**src/rtl/pattern_ctrl.sv**
```systemverilog
// pattern_ctrl
//   Pattern-select controller for the dot-matrix scanner. Two raw push buttons
//   are synchronized and debounced. A "next" press steps the displayed pattern
//   once. A "mode" press toggles between manual stepping and timer-driven
//   stepping.
//
// Build option:
//   PATTERN_BLANK_EN - when defined, adds a fourth BLANK pattern (2'b11) to the
//                      cycle PAT0 -> PAT1 -> PAT2 -> BLANK -> PAT0.
//
// Ports:
//   clock     in  1  system clock, rising edge
//   reset     in  1  asynchronous, active-low reset
//   btn_next  in  1  raw "next pattern" button, active-high, asynchronous
//   btn_mode  in  1  raw "auto/manual toggle" button, active-high, asynchronous
//   state     out 2  pattern select to the dot-matrix driver (registered)
//   auto_mode out 1  1 = timer-driven advance, 0 = manual (registered)
//   advance   out 1  one-cycle pulse in the cycle state takes its new value
module pattern_ctrl #(
  parameter int DEBOUNCE_CYCLES = 20000,
  parameter int AUTO_PERIOD     = 50000000
) (
  input  logic       clock,
  input  logic       reset,
  input  logic       btn_next,
  input  logic       btn_mode,
  output logic [1:0] state,
  output logic       auto_mode,
  output logic       advance
);

  localparam int DB_W = (DEBOUNCE_CYCLES > 1) ? $clog2(DEBOUNCE_CYCLES) : 1;
  localparam int AP_W = (AUTO_PERIOD > 1) ? $clog2(AUTO_PERIOD) : 1;
  localparam logic [DB_W-1:0] DB_LAST = DB_W'(DEBOUNCE_CYCLES - 1);
  localparam logic [AP_W-1:0] AP_LAST = AP_W'(AUTO_PERIOD - 1);

`ifdef PATTERN_BLANK_EN
  typedef enum logic [1:0] {PAT0 = 2'b00, PAT1 = 2'b01, PAT2 = 2'b10, BLANK = 2'b11} pat_t;
`else
  typedef enum logic [1:0] {PAT0 = 2'b00, PAT1 = 2'b01, PAT2 = 2'b10} pat_t;
`endif

  // Successor pattern in the display cycle; unused encodings recover to PAT0.
  function automatic pat_t next_pattern(input pat_t cur);
    pat_t nxt;
    case (cur)
      PAT0:    nxt = PAT1;
      PAT1:    nxt = PAT2;
`ifdef PATTERN_BLANK_EN
      PAT2:    nxt = BLANK;
      BLANK:   nxt = PAT0;
`else
      PAT2:    nxt = PAT0;
`endif
      default: nxt = PAT0;
    endcase
    return nxt;
  endfunction

  logic [1:0] btn_raw_s;
  logic [1:0] press_s;   // bit 0 = next press event, bit 1 = mode press event

  assign btn_raw_s = {btn_mode, btn_next};

  genvar gi;
  for (gi = 0; gi < 2; gi++) begin : g_btn
    logic            meta_r;
    logic            sync_r;
    logic            level_r;
    logic            press_r;
    logic [DB_W-1:0] cnt_r;

    // Synchronize the raw button, then accept a new level only after
    // DEBOUNCE_CYCLES consecutive differing samples; pulse on a 0->1 flip.
    always_ff @(posedge clock or negedge reset) begin
      if (!reset) begin
        meta_r  <= 1'b0;
        sync_r  <= 1'b0;
        level_r <= 1'b0;
        press_r <= 1'b0;
        cnt_r   <= {DB_W{1'b0}};
      end else begin
        meta_r <= btn_raw_s[gi];
        sync_r <= meta_r;
        if (sync_r != level_r) begin
          if (cnt_r == DB_LAST) begin
            level_r <= ~level_r;
            cnt_r   <= {DB_W{1'b0}};
            press_r <= ~level_r;  // only the rising flip is an event
          end else begin
            cnt_r   <= cnt_r + 1'b1;
            press_r <= 1'b0;
          end
        end else begin
          cnt_r   <= {DB_W{1'b0}};
          press_r <= 1'b0;
        end
      end
    end

    assign press_s[gi] = press_r;
  end

  pat_t            state_r, state_n;
  logic            auto_r, auto_n;
  logic            adv_r, adv_n;
  logic [AP_W-1:0] timer_r, timer_n;
  logic            expire_s;
  logic            step_s;

  // Pattern, mode, timer and advance-pulse registers.
  always_ff @(posedge clock or negedge reset) begin
    if (!reset) begin
      state_r <= PAT0;
      auto_r  <= 1'b0;
      adv_r   <= 1'b0;
      timer_r <= {AP_W{1'b0}};
    end else begin
      state_r <= state_n;
      auto_r  <= auto_n;
      adv_r   <= adv_n;
      timer_r <= timer_n;
    end
  end

  // Next-state logic: a next press and a timer expiry in the same cycle merge
  // into a single step; any step or mode toggle restarts the timer.
  always_comb begin
    state_n  = state_r;
    auto_n   = auto_r;
    adv_n    = 1'b0;
    timer_n  = timer_r;
    expire_s = auto_r && (timer_r == AP_LAST);
    step_s   = press_s[0] || expire_s;

    if (auto_r) begin
      timer_n = timer_r + 1'b1;
    end else begin
      timer_n = timer_r;
    end

    if (step_s) begin
      state_n = next_pattern(state_r);
      adv_n   = 1'b1;
      timer_n = {AP_W{1'b0}};
    end else begin
      state_n = state_r;
    end

    if (press_s[1]) begin
      auto_n  = ~auto_r;
      timer_n = {AP_W{1'b0}};
    end else begin
      auto_n = auto_r;
    end
  end

  assign state     = state_r;
  assign auto_mode = auto_r;
  assign advance   = adv_r;

endmodule

```
**config.mk**
```make
export PLATFORM = sky130hd
export DESIGN_NAME = pattern_ctrl
export DESIGN_NICKNAME = d
export VERILOG_FILES = /design/src/rtl/pattern_ctrl.sv
export SDC_FILE = /design/constraint.sdc
export NUM_CORES = 1
export LEC_CHECK = 0
export BUFFER_PORTS_ARGS = -buffer_cell sky130_fd_sc_hd__buf_2
export CAP_MARGIN = 20
export CORE_ASPECT_RATIO = 1.2
export CORE_UTILIZATION = 60
export CTS_BUF_LIST = sky130_fd_sc_hd__clkbuf_8
export DETAILED_ROUTE_END_ITERATION = 10
export PLACE_DENSITY = 0.77
export SLEW_MARGIN = 0
export SYNTH_ARGS = -nofsm -noshare
export SYNTH_HDL_FRONTEND = slang
export SYNTH_SLANG_ARGS = --single-unit
```
**constraint.sdc**
```tcl
create_clock -name clock -period 5.3 [get_ports clock]
set_clock_uncertainty 0.2 [all_clocks]
set_input_delay 1.325 -clock clock [delete_from_list [all_inputs] [get_ports clock]]
set_output_delay 1.325 -clock clock [all_outputs]
set_load 0.02 [all_outputs]
```
======== Word level (Yosys, flattened, before mapping) ========
Index checks and enable logic that the tools add are counted.
cells by class
  muxes and demuxes ....................... 13
  add/subtract/negate cells ............... 3
  multiply operators ...................... 0
  reductions and logical operators ........ 6
  magnitude comparators ................... 0
  shifts and indexed selects .............. 0
  div/mod/pow operators ................... 0
  equal/unequal tests ..................... 6
  bitwise logic cells ..................... 3
operators by type and width
  kind                     count
  $mux W26                 3
  $mux W15                 4
  $add A15 B1 Y15 const B  2
  $eq A15 B15 Y1 const B   2
  $add A26 B1 Y26 const B  1
  $eq A26 B26 Y1 const B   1
  $mux W1                  5
  $pmux W2 S2              1
  $reduce_and A2 Y1        2
  $not A1 Y1               3
  $reduce_bool A3 Y1       1
  $eq A2 B1 Y1 const B     1
  $logic_not A2 Y1         1
  $ne A1 B1 Y1             2
  $logic_and A1 B1 Y1      1
  $logic_or A1 B1 Y1       1
storage, ports and cells
  flip-flop bits (word level) ............. 68
  word-level logic and storage cells ...... 45
  latch bits .............................. 0
  memories kept ........................... 0
  RAM bits ................................ 0
  memory bits (read-only) ................. 0

======== Logic depth before layout (Yosys ltp) ========
Gate-level depths: netlist (run 1).
  word-level depth ........................ 5
  mapped depth ............................ 7

======== Worst setup path before layout (run 1) ========
Ideal clock, no wire load.
  path type ............................... reg-to-reg
  from .................................... register auto_r, in the netlist auto_mode
  to ...................................... register timer_r[18]
  path slack .............................. 3.154 ns
  path buffers ............................ 2
  data required time ...................... 5.022 ns
  clock period less this slack ............ 2.146 ns
  setup time .............................. 0.078 ns
  arrival time ............................ 1.868 ns
  cell stages (with the launch flop) ...... 7
  cells stage by stage .................... dfrtp_1 > buf_4 > nand2_1 > or4_1 > buf_2 > or4_1 > a21oi_1
between the ends
  longest elaborated chain between the ends .. 4
RTL lines
  item                      RTL line  source
  start: declaration        105       logic auto_r, auto_n;
  start signal: assignment  120       auto_r <= auto_n;
  $logic_and A1 B1 Y1       133       expire_s = auto_r && (timer_r == AP_LAST);
  $logic_or A1 B1 Y1        134       step_s = press_s[0] || expire_s;
  $mux W26                  142       if (step_s) begin
  $mux W26                  150       if (press_s[1]) begin
  end signal: assignment    117       timer_r <= {AP_W{1'b0}};
  end signal: assignment    122       timer_r <= timer_n;
  end: declaration          107       logic [AP_W-1:0] timer_r, timer_n;
Several ways; a longest one is shown, not always the timed one.
A chain may end at the register's enable or synchronous reset.

======== Worst setup path after layout (run 1) ========
  from .................................... register auto_r, in the netlist auto_mode
  to ...................................... output auto_mode
RTL lines
  item              RTL line  source
  end: declaration  28        output logic auto_mode,
No word-level cell between the ends.

==> impl_metrics.json, run 1 <==
{
  "synthAdderAreaFrac": 0.0115,
  "fin_util": 0.680,
  "yosysWarnings": 0,
  "postCtsSetupRepairBufs": 0,
  "finalSetupViolCount": 0,
  "regArea_sq_um": 1700,
  "viasPerCell": 6.17,
  "syn_area_per_cell_sq_um": 10.1,
  "num_vias": 2451,
  "cts-root-buf": "clkbuf_8",
  "endpoint_kind": "output pin",
  "synthFlopType": "dfrtp_1",
  "synth_compound_area_frac": 0.0637,
  "dieArea_sq_um": 5760,
  "synth-simple-area-share": 0.263,
  "placed_cell_area_sq_um": 3340,
  "hold_violations": 0,
  "synthMuxAreaShare": 0.0168,
  "maxCapViolations": 0,
  "fin_cells": 397,
  "synth-seq-cells": 68,
  "ir_worst_vdd_uv": 233,
  "slew_viol_final": 0,
  "grt_max_degree": 52,
  "crit_slowest_cell": "dfrtp_1",
  "drt_iter0_markers": 147,
  "worstPathArrival_ns": 1.17,
  "crit_family": "flip-flops",
  "tightest_slew_ns": 0.755,
  "max-clock-path-buffers": 2,
  "routedWlPerCell_um": 15.2,
  "slew_headroom": 0.497,
  "reg2reg_setup_slack_ns": 2.94,
  "timing.setup.tns_ns": 0,
  "finalWorstSetupSlack_ns": 2.60,
  "cts_max_level": 3,
  "synth_top_family_by_area": "simple AND/OR/NAND/NOR gates",
  "fp.coreArea_sq_um": 5260,
  "fin_crit_sh": 0.509,
  "status": "complete, but fails checks",
  "crit_buf_inv": 1,
  "fin_nets": 337,
  "synth_xor_area_frac": 0.0989,
  "leakagePower_nw": 1.58,
  "cts_hold_buffers": 0,
  "fp.dieH_um": 83.0,
  "dr.pass1.iters": 7,
  "gp_congestion": 0.795,
  "fin_area_sq_um": 3580,
  "cts_inserted_buffers": 9,
  "fp.dieW_um": 69.5,
  "clkLatencyLatePin_ns": 0.35,
  "yosys.area.top_type_share": 0.519,
  "grt_pass1_wl_um": 10500,
  "fmax_ghz": 0.371,
  "critical_path_peak_fanout": 11,
  "required_ns": 3.77,
  "critPathMaxStageDelay_ns": 0.58,
  "syn-num-nets": 332,
  "multi_input_comb_area_sq_um": 1490,
  "drc": 2,
  "diodes": 0,
  "rsz0062_at_grt": "false",
  "crit_type": "flip-flop to output pin",
  "detail-route-antenna-nets": 0,
  "ys_async_sr_fraction": 1.00,
  "drive_gt1_frac": 0.0896,
  "ys_types": 33,
  "ys_top_cells_by_count": "68 x dfrtp_1, 40 x nor2_1, 27 x nand4_1",
  "synthCells": 325,
  "grt-ovfl-total": 0,
  "period_needed_ns": 2.70,
  "dp_hpwl_um": 3970,
  "hp-class": "flip-flop to flip-flop",
  "dp_cells": 381,
  "syn_area_sq_um": 3280,
  "violations": "design-rule violations",
  "clk_pin_slew_ns": 0.08,
  "synth_most_common_cell": "dfrtp_1",
  "antenna_found_initial": 0,
  "synthTopCellsByArea": "dfrtp_1 52%, xor2_1 6.1%, nand4_1 5.2%",
  "grt_pass1_vias": 2342,
  "synth-edff-count": 0,
  "io_pins": 8,
  "cts.sinks": 68,
  "num_rows": 29,
  "fin_total_pwr_mw": 1.06,
  "grt_use_total": 0.232,
  "path_cells": "buf_2",
  "synth_seq_area_share": 0.519,
  "fill_cells": 414,
  "power.density_nw_per_um2": 296,
  "tritoncts": "yes",
  "area_growth_pct": 9.16,
  "fin_hold_ws_ns": 0.157,
  "crit_path_start_kind": "flip-flop",
  "yosysTopAreaCell": "dfrtp_1",
  "portBuffers": 7,
  "start_util": 0.623,
  "drt_wl_total_um": 6030,
  "pre_cts_slack_ns": 2.81,
  "ctsResizeCount": 0
}
## per-layer routing
metal / wire (um) / vias up / part of all wire / GRT usage
met4: 55 / 0 / 0.0091 / 0.0965
met5: 0 / - / 0 / 0
li1: - / 1180 / - / -
met2: 3180 / 47 / 0.53 / 0.402
met3: 203 / 5 / 0.034 / 0.0583
met1: 2590 / 1219 / 0.43 / 0.272
## report_power, final
group / switching, mW / internal [mW] / total (mW)
registers: 0.00386 / 0.524 / 0.528
logic: 0.0176 / 0.00613 / 0.0237
clock network: 0.197 / 0.310 / 0.507
total: 0.218 / 0.840 / 1.06
## final cells by class
type | instances | area share
clock inverters | 7 | 0.0322
well taps | 62 | 0.0217
multi-input cells | 235 | 0.416
inverters | 8 | 0.00839
repair buffers | 8 | 0.0119
clock buffers | 9 | 0.0346
flip-flops and latches | 68 | 0.476
## sequential cells by signal (all words and copies together), names as in the netlist
name and cells:
advance 1, g_btn.level_r 2, state 2, g_btn.meta_r 2, g_btn.sync_r 2, g_btn.press_r 2
g_btn.cnt_r 30, timer_r 26, auto_mode 1
## kinds of logic (layout without fill, tap and decap cells)
| kind of cell | Yosys count | count (layout) |
|---|---|---|
| AND/OR/NAND/NOR | 154 | 154 |
| flip-flops | 68 | 68 |
| XOR/XNOR | 37 | 37 |
| AO/OA/AOI/OAI | 36 | 36 |
| buffers and inverters | 22 | 32 |
| multiplexers | 5 | 5 |
| adder cells (fa/ha/maj) | 3 | 3 |
## worst paths after layout
path	cells past startpoint	start	to
worst max-delay path	1	auto_mode$_DFFE_PN0P_	auto_mode
worst min-delay path	0	g_btn[0].meta_r$_DFF_PN0_	g_btn[0].sync_r$_DFF_PN0_
worst max register to register	5	timer_r[0]$_DFFE_PN0P_	timer_r[18]$_DFFE_PN0P_
worst min register to register	0	g_btn[0].meta_r$_DFF_PN0_	g_btn[0].sync_r$_DFF_PN0_
max in group asynchronous	2	reset	timer_r[8]$_DFFE_PN0P_
min in group asynchronous	1	reset	timer_r[22]$_DFFE_PN0P_
## cell usage in the layout, fill, tap and decap left out
cell type	netlist	final
dfrtp_1	68	68
nor2_1	40	40
nand4_1	27	27
xor2_1	23	23
a21oi_1	18	18
nand2_1	15	15
xnor2_1	14	14
and3_1	10	10
or3_1	10	10
or4_1	10	10
nand3_1	9	9
nor4_1	9	9
clkbuf_8	0	9
o21ai_0	8	8
inv_1	8	8
o31ai_1	8	8
buf_2	2	7
and4_1	6	6
nor3_1	4	4
mux2_2	4	4
and2_1	3	3
nor4b_1	3	3
ha_1	3	3
bufinv_16	0	3
nand2b_1	2	2
nor3b_1	2	2
clkinv_2	0	2
clkinvlp_4	0	2
and4b_1	1	1
a211o_1	1	1
nand3_4	1	1
mux2i_1	1	1
o211a_1	1	1
nor2b_1	1	1
or2_2	1	1
buf_4	1	1
(Power assumes the default switching activity.)
==> run 2, diff against run 1 <==
--- a/config.mk
+++ b/config.mk
@@ -5,6 +5,7 @@
 export SDC_FILE = /design/constraint.sdc
 export NUM_CORES = 1
 export LEC_CHECK = 0
+export ABC_AREA = 1
 export BUFFER_PORTS_ARGS = -buffer_cell sky130_fd_sc_hd__buf_2
 export CAP_MARGIN = 20
 export CORE_ASPECT_RATIO = 1.2
==> constraint.sdc (replaced) <==
create_clock -name clock -period 2.65 [get_ports clock]
set_clock_uncertainty 0.2 [all_clocks]
set_input_delay 0.6625 -clock clock [delete_from_list [all_inputs] [get_ports clock]]
set_output_delay 0.6625 -clock clock [all_outputs]
set_load 0.02 [all_outputs]
==> run 2 against run 1 <==
Sequential share of layout area fell by 8.1 points. First-iteration DRC count rose by 18%. Register-to-register slack got worse by 2.3 ns. Global-route usage is 5.5 points higher. Power is 96% higher. The flow now finishes without violations. Flip-flop and latch count is the same. Non-clock buffer count rose by 2. Wire length up 47%. Critical path depth up 3.
==> impl_metrics.json, run 2 <==
{
  "synth_seq_area_share": 0.429,
  "grt-ovfl-total": 0,
  "num_vias": 3422,
  "yosys.area.top_type_share": 0.429,
  "crit_type": "flip-flop to flip-flop",
  "io_pins": 8,
  "fmax_ghz": 0.504,
  "worstPathArrival_ns": 2.06,
  "drive_gt1_frac": 0.134,
  "area_growth_pct": 8.75,
  "syn_area_sq_um": 3960,
  "slew_viol_final": 0,
  "yosysTopAreaCell": "dfrtp_1",
  "maxCapViolations": 0,
  "critPathMaxStageDelay_ns": 0.56,
  "synthFlopType": "dfrtp_1",
  "hold_violations": 0,
  "slew_headroom": 0.550,
  "crit_path_start_kind": "flip-flop",
  "pre_cts_slack_ns": 0.730,
  "ys_top_cells_by_count": "113 x nand2_1, 90 x nor2_1, 69 x inv_1",
  "portBuffers": 7,
  "max-clock-path-buffers": 2,
  "largest_reg_flops": 30,
  "gp_congestion": 0.942,
  "status": "finished clean",
  "synthTopCellsByArea": "dfrtp_1 43%, nand2_1 11%, nor2_1 8.5%",
  "ir_worst_vdd_uv": 345,
  "fin_crit_sh": 0.749,
  "antenna_found_initial": 0,
  "top_regs": "g_btn.cnt_r x30, timer_r x26",
  "routedWlPerCell_um": 14.3,
  "hp-class": "primary input to asynchronous set/reset pin",
  "dp_hpwl_um": 6580,
  "drt_wl_total_um": 8880,
  "clk_pin_slew_ns": 0.08,
  "fp.dieH_um": 91.0,
  "fin_total_pwr_mw": 2.07,
  "synth_most_common_cell": "nand2_1",
  "dieArea_sq_um": 6930,
  "fp.coreArea_sq_um": 6410,
  "fin_hold_ws_ns": 0.0816,
  "clkLatencyLatePin_ns": 0.36,
  "ys_async_sr_fraction": 1.00,
  "syn-num-nets": 525,
  "syn_area_per_cell_sq_um": 7.65,
  "fp.dieW_um": 76.2,
  "final_cell_mix": "113 x nand2_1, 90 x nor2_1, 69 x inv_1",
  "period_needed_ns": 1.99,
  "tritoncts": "yes",
  "grt_pass1_wl_um": 15500,
  "dr.pass1.iters": 5,
  "path_cells": "inv_1 -> nand3_1 -> nor2_1 -> o21bai_2",
  "synthCells": 518,
  "cts_hold_buffers": 0,
  "endpoint_kind": "flip-flop",
  "synth-edff-count": 0,
  "timing.setup.tns_ns": 0,
  "grt_max_degree": 30,
  "rsz0062_at_grt": "false",
  "viasPerCell": 5.49,
  "ctsResizeCount": 0,
  "crit_slowest_cell": "nand3_1",
  "detail-route-antenna-nets": 0,
  "required_ns": 2.73,
  "final_common_cell": "nand2_1",
  "ys_types": 27,
  "diodes": 0,
  "grt_use_total": 0.287,
  "cts_max_level": 3,
  "leakagePower_nw": 1.86,
  "power.density_nw_per_um2": 481,
  "start_util": 0.619,
  "yosysWarnings": 0,
  "cts-root-buf": "clkbuf_8",
  "grt_pass1_vias": 3503,
  "fin_util": 0.673,
  "tightest_slew_ns": 0.672,
  "synth-seq-cells": 68,
  "regMostFlops": "g_btn.cnt_r",
  "postCtsSetupRepairBufs": 0,
  "drt_iter0_markers": 174,
  "fin_nets": 540,
  "drc": 0,
  "finalWorstSetupSlack_ns": 0.665,
  "num_rows": 32,
  "finalSetupViolCount": 0,
  "critical_path_peak_fanout": 16,
  "cts_inserted_buffers": 9,
  "cts.sinks": 68
}
run 2: where the power goes:
part           switching, mW  internal (mW)
combinational         0.0380         0.0162
clock                  0.411          0.553
sequential           0.00710           1.05
run 2: cells by family after synthesis:
group	synth area share
buffers and inverters	0.0802
XOR/XNOR	0.0464
AO/OA/AOI/OAI	0.0837
AND/OR/NAND/NOR	0.351
flip-flops	0.429
adder cells (fa/ha/maj)	0.00947
run 2: final cells by class:
cell class | count | area, sq um
clock inverters | 6 | 87.6
fillers | 551 | 2100
inverters | 70 | 263
multi-input cells | 374 | 1940
repair buffers | 10 | 70.1
flip-flops and latches | 68 | 1700
well taps | 85 | 106
clock buffers | 10 | 138
run 2: through the flow:
step / std cells / area, sq um
final: 623 / 4310
after global routing: 623 / 4310
after CTS: 623 / 4310
after detailed placement: 607 / 4080
after global placement: 607 / 4080
after floorplan: 518 / 3960
run 2: path summary, 6_finish.rpt:
check / startpoint / endpoint / slack (ns) / depth (start not counted)
worst max-delay path: g_btn[0].press_r$_DFF_PN0_ / timer_r[7]$_DFFE_PN0P_ / 0.66 / 4
worst min-delay path: reset / g_btn[1].cnt_r[4]$_DFF_PN0_ / 0.08 / 1
worst max register to register: g_btn[0].press_r$_DFF_PN0_ / timer_r[7]$_DFFE_PN0P_ / 0.66 / 4
worst min register to register: g_btn[0].meta_r$_DFF_PN0_ / g_btn[0].sync_r$_DFF_PN0_ / 0.15 / 0
max in group asynchronous: reset / timer_r[23]$_DFFE_PN0P_ / 1.52 / 2
min in group clock: g_btn[0].meta_r$_DFF_PN0_ / g_btn[0].sync_r$_DFF_PN0_ / 0.15 / 0
run 2: layer usage:
metal,routed length [um],GRT usage,vias to the layer above,share of wire
met2,4450,0.497,108,0.50
li1,-,-,1677,-
met3,319,0.0422,45,0.036
met4,492,0.208,0,0.055
met1,3620,0.323,1592,0.41
met5,0,0,-,0
run 2: worst max-delay path, delay by kind of cell, from the launching register on:
family	cells	cell delay, ns
compound gates	1	0.16
buf+inv	1	0.30
flops	1	0.40
simple gates	2	0.85
==> run 3, diff against run 2 <==
--- a/config.mk
+++ b/config.mk
@@ -5,14 +5,14 @@
 export SDC_FILE = /design/constraint.sdc
 export NUM_CORES = 1
 export LEC_CHECK = 0
-export ABC_AREA = 1
+export ABC_AREA = 0
 export BUFFER_PORTS_ARGS = -buffer_cell sky130_fd_sc_hd__buf_2
 export CAP_MARGIN = 20
 export CORE_ASPECT_RATIO = 1.2
-export CORE_UTILIZATION = 60
+export CORE_UTILIZATION = 58
 export CTS_BUF_LIST = sky130_fd_sc_hd__clkbuf_8
 export DETAILED_ROUTE_END_ITERATION = 10
-export PLACE_DENSITY = 0.77
+export PLACE_DENSITY = 0.78
 export SLEW_MARGIN = 0
 export SYNTH_ARGS = -nofsm -noshare
 export SYNTH_HDL_FRONTEND = slang
==> constraint.sdc (replaced) <==
create_clock -name clock -period 1.7 [get_ports clock]
set_clock_uncertainty 0.2 [all_clocks]
set_input_delay 0.425 -clock clock [delete_from_list [all_inputs] [get_ports clock]]
set_output_delay 0.425 -clock clock [all_outputs]
set_load 0.02 [all_outputs]
==> run 3 against run 2 <==
Highest routed layer unchanged. The flow now finishes with violations (design-rule violations, negative setup slack). Register-to-register slack got worse by 1.1 ns. Clock power rose by 41%. Power grew 50%. Combinational power up 100%. Sequential share of layout area is 3.6 points lower. Non-clock buffer count is 80 higher.
==> impl_metrics.json, run 3 (same netlist as run 1, synthesis figures left out) <==
{
  "status": "complete, but fails checks",
  "violations": "design-rule violations, negative setup slack",
  "grt_util_met3": 0.0732,
  "clkLatencyLatePin_ns": 0.35,
  "worstPathArrival_ns": 2.16,
  "pre_cts_slack_ns": -0.320,
  "grt-ovfl-total": 0,
  "maxCapViolations": 0,
  "clk_pin_slew_ns": 0.08,
  "max-clock-path-buffers": 2,
  "p_clk_frac": 0.436,
  "finalSetupViolCount": 35,
  "swShare": 0.235,
  "fp.coreArea_sq_um": 5370,
  "fp.dieW_um": 70.6,
  "drt_iter0_markers": 390,
  "area_growth_pct": 45.0,
  "regMostFlops": "g_btn.cnt_r",
  "final_cell_mix": "64 x dfrtp_1, 58 x buf_4, 27 x nand4_1",
  "viasPerCell": 6.87,
  "p_seq_frac": 0.529,
  "fin_util": 0.885,
  "grt_pass1_wl_um": 15400,
  "detail-route-antenna-nets": 0,
  "grt.busiest_layer": "met2",
  "num_vias": 3305,
  "cts_max_level": 3,
  "ir_worst_vdd_uv": 596,
  "period_needed_ns": 2.13,
  "cts.sinks": 68,
  "drive_gt1_frac": 0.432,
  "endpoint_kind": "flip-flop",
  "fmax_ghz": 0.470,
  "rsz0062_at_grt": "true",
  "portBuffers": 7,
  "drc": 3,
  "cts_inserted_buffers": 9,
  "top_regs": "g_btn.cnt_r x30, timer_r x26",
  "fin_crit_sh": 1.25,
  "grt_use_met2": 0.591,
  "start_util": 0.610,
  "fp.dieH_um": 84.4,
  "drt_wl_total_um": 11600,
  "required_ns": 1.73,
  "antenna_found_initial": 0,
  "dr.pass1.iters": 11,
  "grt_max_degree": 69,
  "grt_pass1_vias": 3134,
  "timing.setup.tns_ns": -10.24,
  "hp-class": "flip-flop to flip-flop",
  "p_comb_frac": 0.035,
  "tritoncts": "yes",
  "slew_headroom": 0.645,
  "tightest_slew_ns": 0.529,
  "leakagePower_nw": 2.11,
  "fin_nets": 421,
  "dp_hpwl_um": 4910,
  "whs_path_depth": 0,
  "final_common_cell": "dfrtp_1",
  "hold_violations": 0,
  "rr_worst_depth": 6,
  "power_switching_uw": 732,
  "crit_type": "flip-flop to flip-flop",
  "dieArea_sq_um": 5960,
  "gp_congestion": 0.859,
  "routedWlPerCell_um": 24.2,
  "largest_reg_flops": 30,
  "finalWorstSetupSlack_ns": -0.428,
  "power.density_nw_per_um2": 655,
  "cts-root-buf": "clkbuf_8",
  "intPower_mw": 2.38,
  "gr-usage-met1": 0.378,
  "crit_path_start_kind": "flip-flop",
  "num_rows": 29,
  "slew_viol_final": 0,
  "diodes": 0,
  "critical_path_peak_fanout": 6,
  "grt_use_total": 0.345,
  "io_pins": 8
}
[run 3: cell types whose count changed in the layout (fill, tap and decap cells not counted), sizes merged, moves of 14 or more]
| cell | before | now |
|---|---|---|
| nor3 | 25 | 4 |
| buf | 10 | 86 |
| nand3 | 35 | 10 |
| inv | 70 | 9 |
| nand2 | 120 | 15 |
| o21bai | 14 | 0 |
| nor2 | 102 | 40 |
[run 3: cell type report]
| type | count | area (sq um) |
|---|---|---|
| clock buffers | 10 | 138 |
| clock inverters | 6 | 56.3 |
| fillers | 214 | 618 |
| inverters | 8 | 30.0 |
| multi-input cells | 237 | 1930 |
| flip-flops and latches | 68 | 1710 |
| well taps | 62 | 77.6 |
| repair buffers | 90 | 812 |
[run 3: final timing paths]
kind,start,slack (ns),endpoint
min in group asynchronous,reset,0.41,timer_r[23]$_DFFE_PN0P_
worst max register to register,timer_r[7]$_DFFE_PN0P_,-0.43,timer_r[13]$_DFFE_PN0P_
worst max-delay path,timer_r[7]$_DFFE_PN0P_,-0.43,timer_r[13]$_DFFE_PN0P_
worst min register to register,g_btn[1].meta_r$_DFF_PN0_,0.15,g_btn[1].sync_r$_DFF_PN0_
max in group asynchronous,reset,0.55,g_btn[1].cnt_r[2]$_DFF_PN0_
worst min-delay path,g_btn[1].meta_r$_DFF_PN0_,0.15,g_btn[1].sync_r$_DFF_PN0_
[run 3: stage by stage]
| stage | hold slack (ns) | std cells | cell area, sq um | power [mW] |
|---|---|---|---|---|
| 2_1_floorplan | -0.0706 | 325 | 3340 | 1.71 |
| 3_3_place_gp | 0.133 | 439 | 3810 | 1.76 |
| 3_5_place_dp | 0.136 | 439 | 3810 | 1.77 |
| 4_1_cts | 0.152 | 471 | 4420 | 3.08 |
| 5_1_grt | 0.167 | 481 | 4750 | 3.17 |
| 6_report | 0.150 | 481 | 4750 | 3.11 |
[run 3: repair_timing]
item                                    4_1_cts  5_1_grt
hold buffers                                  3        0
endpoints found under the setup margin       28       59
buffers inserted                             10       13
pin swaps                                    32       23
gates resized for setup                      63       61
endpoints found under the hold margin        70        0
cloned                                        3        2
[run 3: layer usage]
| metal | vias up | share of wire |
|---|---|---|
| li1 | 1356 | - |
| met1 | 1575 | 0.34 |
| met2 | 257 | 0.47 |
| met3 | 117 | 0.090 |
| met4 | 0 | 0.095 |
| met5 | - | 0 |
[run 3: power groups by stage]
stage	clock network, mW	registers (mW)	logic [mW]
after global routing	1.40	1.65	0.121
after CTS	1.34	1.65	0.0971
final	1.36	1.65	0.110
after global placement	0	1.67	0.0888
after floorplan	0	1.67	0.0382
after detailed placement	0	1.68	0.0915
[run 3: worst max-delay path, cell delays in order, from the launching register on]
cell and delay, ns:
dfrtp_1 0.41, buf_6 0.14, nor4_4 0.40, and4_4 0.37, a211o_4 0.22, buf_4 0.19, a21oi_1 0.07
